File: src/rtl/pc_word_deserializer.sv
// Reassembles one- or two-chunk PC words into a single wide output word.
// Bad or out-of-order chunks are dropped and reported on err / err_count.
module pc_word_deserializer #(
  parameter int unsigned NPCcode = 7,
  parameter int unsigned NPCdata = 20
) (
  input  logic                   clk,
  input  logic                   reset,
  input  logic [NPCcode-1:0]     in_code,
  input  logic [NPCdata-1:0]     in_payload,
  input  logic                   in_v,
  output logic                   in_a,
  output logic [3:0]             out_leaf_code,
  output logic [2*NPCdata-3:0]   out_payload,
  output logic                   out_v,
  input  logic                   out_a,
  output logic                   err,
  output logic [7:0]             err_count
);

  localparam int unsigned PayW = 2 * NPCdata - 2;

  typedef enum logic {StFirst, StSecond} state_e;

  state_e              state_q, state_d;
  logic [NPCdata-1:0]  lo_q, lo_d;
  logic [3:0]          leaf_q, leaf_d;
  logic                out_v_q, out_v_d;
  logic [3:0]          out_leaf_q, out_leaf_d;
  logic [PayW-1:0]     out_pay_q, out_pay_d;
  logic                err_q, err_d;
  logic [7:0]          err_cnt_q, err_cnt_d;

  logic       accept;
  logic [3:0] c_leaf;
  logic       c_idx, c_last, c_bad;
  logic       start;

  assign c_leaf = in_code[3:0];
  assign c_idx  = in_code[4];
  assign c_last = in_code[5];
  assign c_bad  = in_code[6] || (c_leaf == 4'hF);

  assign in_a   = !out_v_q || out_a;
  assign accept = in_v && in_a;

  always_comb begin
    state_d    = state_q;
    lo_d       = lo_q;
    leaf_d     = leaf_q;
    out_v_d    = out_v_q && !out_a;
    out_leaf_d = out_leaf_q;
    out_pay_d  = out_pay_q;
    err_d      = 1'b0;
    start      = 1'b0;

    if (accept) begin
      if (c_bad) begin
        err_d   = 1'b1;
        state_d = StFirst;
      end else begin
        unique case (state_q)
          StFirst: begin
            if (!c_idx) start = 1'b1;
            else        err_d = 1'b1;
          end
          StSecond: begin
            if (c_idx) begin
              state_d = StFirst;
              if (c_last && (c_leaf == leaf_q)) begin
                out_v_d    = 1'b1;
                out_leaf_d = leaf_q;
                out_pay_d  = {in_payload[NPCdata-3:0], lo_q};
              end else begin
                err_d = 1'b1;
              end
            end else begin
              // A fresh first chunk abandons the pending half-word.
              err_d = 1'b1;
              start = 1'b1;
            end
          end
          default: state_d = StFirst;
        endcase
      end
    end

    if (start) begin
      if (c_last) begin
        state_d    = StFirst;
        out_v_d    = 1'b1;
        out_leaf_d = c_leaf;
        out_pay_d  = {{(PayW - NPCdata){1'b0}}, in_payload};
      end else begin
        state_d = StSecond;
        lo_d    = in_payload;
        leaf_d  = c_leaf;
      end
    end

    err_cnt_d = err_cnt_q;
    if (err_d && (err_cnt_q != 8'hFF)) err_cnt_d = err_cnt_q + 8'd1;
  end

  always_ff @(posedge clk) begin
    if (reset) begin
      state_q    <= StFirst;
      lo_q       <= '0;
      leaf_q     <= '0;
      out_v_q    <= 1'b0;
      out_leaf_q <= '0;
      out_pay_q  <= '0;
      err_q      <= 1'b0;
      err_cnt_q  <= '0;
    end else begin
      state_q    <= state_d;
      lo_q       <= lo_d;
      leaf_q     <= leaf_d;
      out_v_q    <= out_v_d;
      out_leaf_q <= out_leaf_d;
      out_pay_q  <= out_pay_d;
      err_q      <= err_d;
      err_cnt_q  <= err_cnt_d;
    end
  end

  assign out_v         = out_v_q;
  assign out_leaf_code = out_leaf_q;
  assign out_payload   = out_pay_q;
  assign err           = err_q;
  assign err_count     = err_cnt_q;

endmodule
File: config.mk
export PLATFORM = sky130hd
export DESIGN_NAME = pc_word_deserializer
export DESIGN_NICKNAME = d
export VERILOG_FILES = /design/src/rtl/pc_word_deserializer.sv
export SDC_FILE = /design/constraint.sdc
export NUM_CORES = 1
export LEC_CHECK = 0
export CORE_MARGIN = 2
export CORE_UTILIZATION = 43
export CTS_CLUSTER_SIZE = 20
export DETAILED_ROUTE_END_ITERATION = 8
export GPL_ROUTABILITY_DRIVEN = 1
export PLACE_DENSITY = 0.76
export SYNTH_ARGS = -nofsm -noshare
export SYNTH_HDL_FRONTEND = slang
export SYNTH_SLANG_ARGS = --single-unit
export TNS_END_PERCENT = 50
File: constraint.sdc
create_clock -name clk -period 1.8 [get_ports clk]
set_input_delay 0.18 -clock clk [delete_from_list [all_inputs] [get_ports clk]]
set_output_delay 0.18 -clock clk [all_outputs]
set_load 0.01 [all_outputs]
==> impl_metrics.py <==
metrics = {
    "sta": {
        "tns_ps": -1600,
        "worst_pin_slew_ps": 255,
        "finalCritPeriodShare_pct": 105,
        "layout_min_cycle_time_ps": 1880,
        "worst_slack_ps": -84.2,
        "timing.fmax_ghz": 0.531,
        "fin_skew_ps": 12.1,
        "slew_headroom_pct": 82.9,
        "drv_slew": 0,
        "final-hold-violation-count": 0,
        "holdWs_ps": 300,
        "final-setup-viol-count": 29,
        "rsz0062_at_grt": "yes",
    },
    "setup_path": {
        "cp-start-kind": "register",
        "cp.required_ps": 2040,
        "rr_startpoint": "out_v",
        "r2r_slack_ps": -80,
        "worstSetupPathType": "register to register",
        "cp_max_fo": 11,
        "critPathCapture": "out_payload[5]",
        "startpoint": "out_v",
        "arrival_ps": 2130,
        "worstRegToRegCells": 7,
        "r2r-end": "out_payload[5]",
        "endpoint_kind": "register",
    },
    "die": {
        "die_w_um": 88.2,
        "rows": 30,
        "ios": 84,
        "coreArea_um2": 6830,
        "start_util_pct": 44.7,
        "die_h_um": 88.2,
        "die_area_um2": 7780,
    },
    "route": {
        "via_count": 2866,
        "drt-total-wl_um": 8340,
        "via_per_inst": 5.15,
        "routedWlPerCell_um": 15.0,
        "dr.pass1.iters": 4,
        "ant_nets": 0,
        "drt-initial-drc-count": 79,
        "drc": 0,
    },
    "grt": {
        "overflow": 0,
        "grt_max_degree": 23,
        "grt.total_usage_pct": 20.5,
        "grt_pass1_wl_um": 12500,
        "grt_pass1_vias": 2683,
        "antenna_found_initial": 0,
    },
    "synthesis": {
        "ys.flop_type": "dfxtp_1",
        "synth-edff-count": 0,
        "synth_warnings": 0,
        "avgSynthCellArea_um2": 9.11,
        "syn_area_um2": 3050,
        "synth_commonest_cells": "nand2_1 (93), dfxtp_1 (77), a21oi_1 (46), mux2i_1 (25), o2bb2ai_1 (24)",
        "yosysTopAreaCell": "dfxtp_1",
        "synth.distinct_cells": 34,
        "yosysTopAreaCellShare_pct": 50.5,
        "synthesis.nets": 367,
        "synthTopCellsByArea": "dfxtp_1 (51%), nand2_1 (11%), mux2i_1 (8.2%), a21oi_1 (7.5%), o2bb2ai_1 (6.9%)",
        "yosysSeqAreaShare_pct": 50.5,
        "postSynthCellCount": 335,
        "yosysMostFrequentCell": "nand2_1",
        "synth-seq-cells": 77,
        "async_reset_ff_share_pct": 0,
    },
    "layout": {
        "nets": 488,
        "antennaDiodeCount": 0,
        "final_layout_size_suffix_gt1_share_pct": 23.2,
        "area_growth_pct": 56.7,
        "fill_cells": 525,
    },
    "status": {
        "violations": "negative setup slack",
        "status": "complete, but fails checks",
    },
    "run": {
        "cap_violations": 0,
    },
    "clock_tree": {
        "insertion_delay_ps": 350,
        "cts_num_sinks": 77,
        "cts-root-buf": "clkbuf_8",
        "cts.reportedPaths.clkPinSlew_ps": 80,
        "clk_path_buf_depth": 2,
        "h-tree-depth": 3,
        "cts_inserted_buffers": 9,
        "cts_tree": "done",
    },
    "placed_design": {
        "hpwl_um": 5190,
        "place.gp.congestion": 0.770,
        "port_buffers": 83,
    },
    "power": {
        "p_sw_share_pct": 22.7,
        "p_leak_uw": 0.00180,
        "power_uw": 3670,
        "clkPwrFrac_pct": 43.2,
        "power_per_cell_area_nw_per_um2": 769,
        "p_seq_share_pct": 47.7,
        "combPwrFrac_pct": 9.1,
        "switching_power_uw": 835,
        "p_int_uw": 2840,
        "ir_drop_uv": 432,
    },
    "worst_hold_path": {
        "hp-class": "input pin to register",
    },
}
-- placed cells by master (no fill, tap or decap), drive strengths merged, types with 2 or more instances in the layout --
cell type / count
a21oi: 46
buf: 47
bufinv: 3
clkbuf: 10
clkdlybuf4s50: 77
clkinvlp: 2
dfxtp: 77
dlygate4sd2: 6
inv: 3
mux2: 3
mux2i: 25
nand2: 93
nand3: 2
nand4: 3
nor2: 7
nor2b: 4
nor3: 3
o21ai: 2
o2bb2ai: 24
o31ai: 2
or3: 4
or3b: 2
xnor2: 4
-- cells by family after synthesis --
kind of cell / after synthesis / share of synthesized area [%]
XOR/XNOR: 4 / 1.15
buffers and inverters: 24 / 4.51
adder cells (fa/ha/maj): 1 / 0.410
multiplexers: 28 / 9.31
flip-flops: 77 / 50.5
AO/OA/AOI/OAI: 78 / 16.5
AND/OR/NAND/NOR: 123 / 17.6
-- layer usage --
metal  vias up  wire length, µm  track usage, %
met5         -                0               0
met4         0               76            7.85
met3        12              463            4.66
met2        92             4170            34.4
met1      1356             3630            25.7
li1       1406                -               -
-- registers in the layout, summed over array words and instances (netlist names) --
name,cells
state_q,1
err_count,8
out_v,1
lo_q,20
out_payload,38
leaf_q,4
err,1
out_leaf_code,4
-- critical path: stages (launching register included) --
cell and delay (ps):
dfxtp_2 340, nand2b_4 70, or3b_4 390, buf_6 130, or3_4 390, buf_12 190, mux2i_2 200, o2bb2ai_2 70
-- final cells by class --
cell class | instances | area (µm²) | area share (%)
Clock buffer | 9 | 124 | 2.59
Clock inverter | 7 | 123 | 2.56
Inverter | 2 | 7.51 | 0.157
Multi-Input combinational cell | 234 | 1570 | 32.8
Sequential cell | 77 | 1550 | 32.4
Tap cell | 96 | 120 | 2.51
Timing Repair Buffer | 132 | 1290 | 27.0
-- power by group through the flow --
stage               registers, µW  logic, µW  clock network, µW
floorplan                    1790       98.0                  0
global placement             1790        296                  0
detailed placement           1790        300                  0
CTS                          1750        320               1610
global route                 1760        356               1680
finish                       1750        334               1590
-- worst min-delay path by stage --
stage                     cells after the start  slack, ps               end  startpoint
after floorplan                               1        300  out_leaf_code[0]  in_code[0]
after global placement                        2        440          lo_q[14]    lo_q[14]
after detailed placement                      2        450           lo_q[7]     lo_q[7]
after CTS                                     3        300  out_leaf_code[3]  in_code[3]
after global routing                          3        310  out_leaf_code[3]  in_code[3]
final                                         3        300  out_leaf_code[3]  in_code[3]
-- through the flow --
stage | cell area [µm²] | setup slack [ps] | instances | util, %
2_1_floorplan | 3060 | -4.15 | 335 | -
3_3_place_gp | 4230 | -499 | 531 | 61.9
3_5_place_dp | 4230 | -530 | 531 | 61.9
4_1_cts | 4650 | -59.3 | 552 | 68.1
5_1_grt | 4780 | -138 | 557 | 70.0
6_report | 4780 | -84.2 | 557 | 70.0
-- what timing repair did --
action / in CTS / in global routing
hold buffers: 0 / 0
pin swaps: 4 / 5
buffers inserted: 4 / 2
gates cloned: 1 / 4
endpoints found under the setup margin: 43 / 61
gates resized for setup: 29 / 23
(Power assumes the default switching activity.)
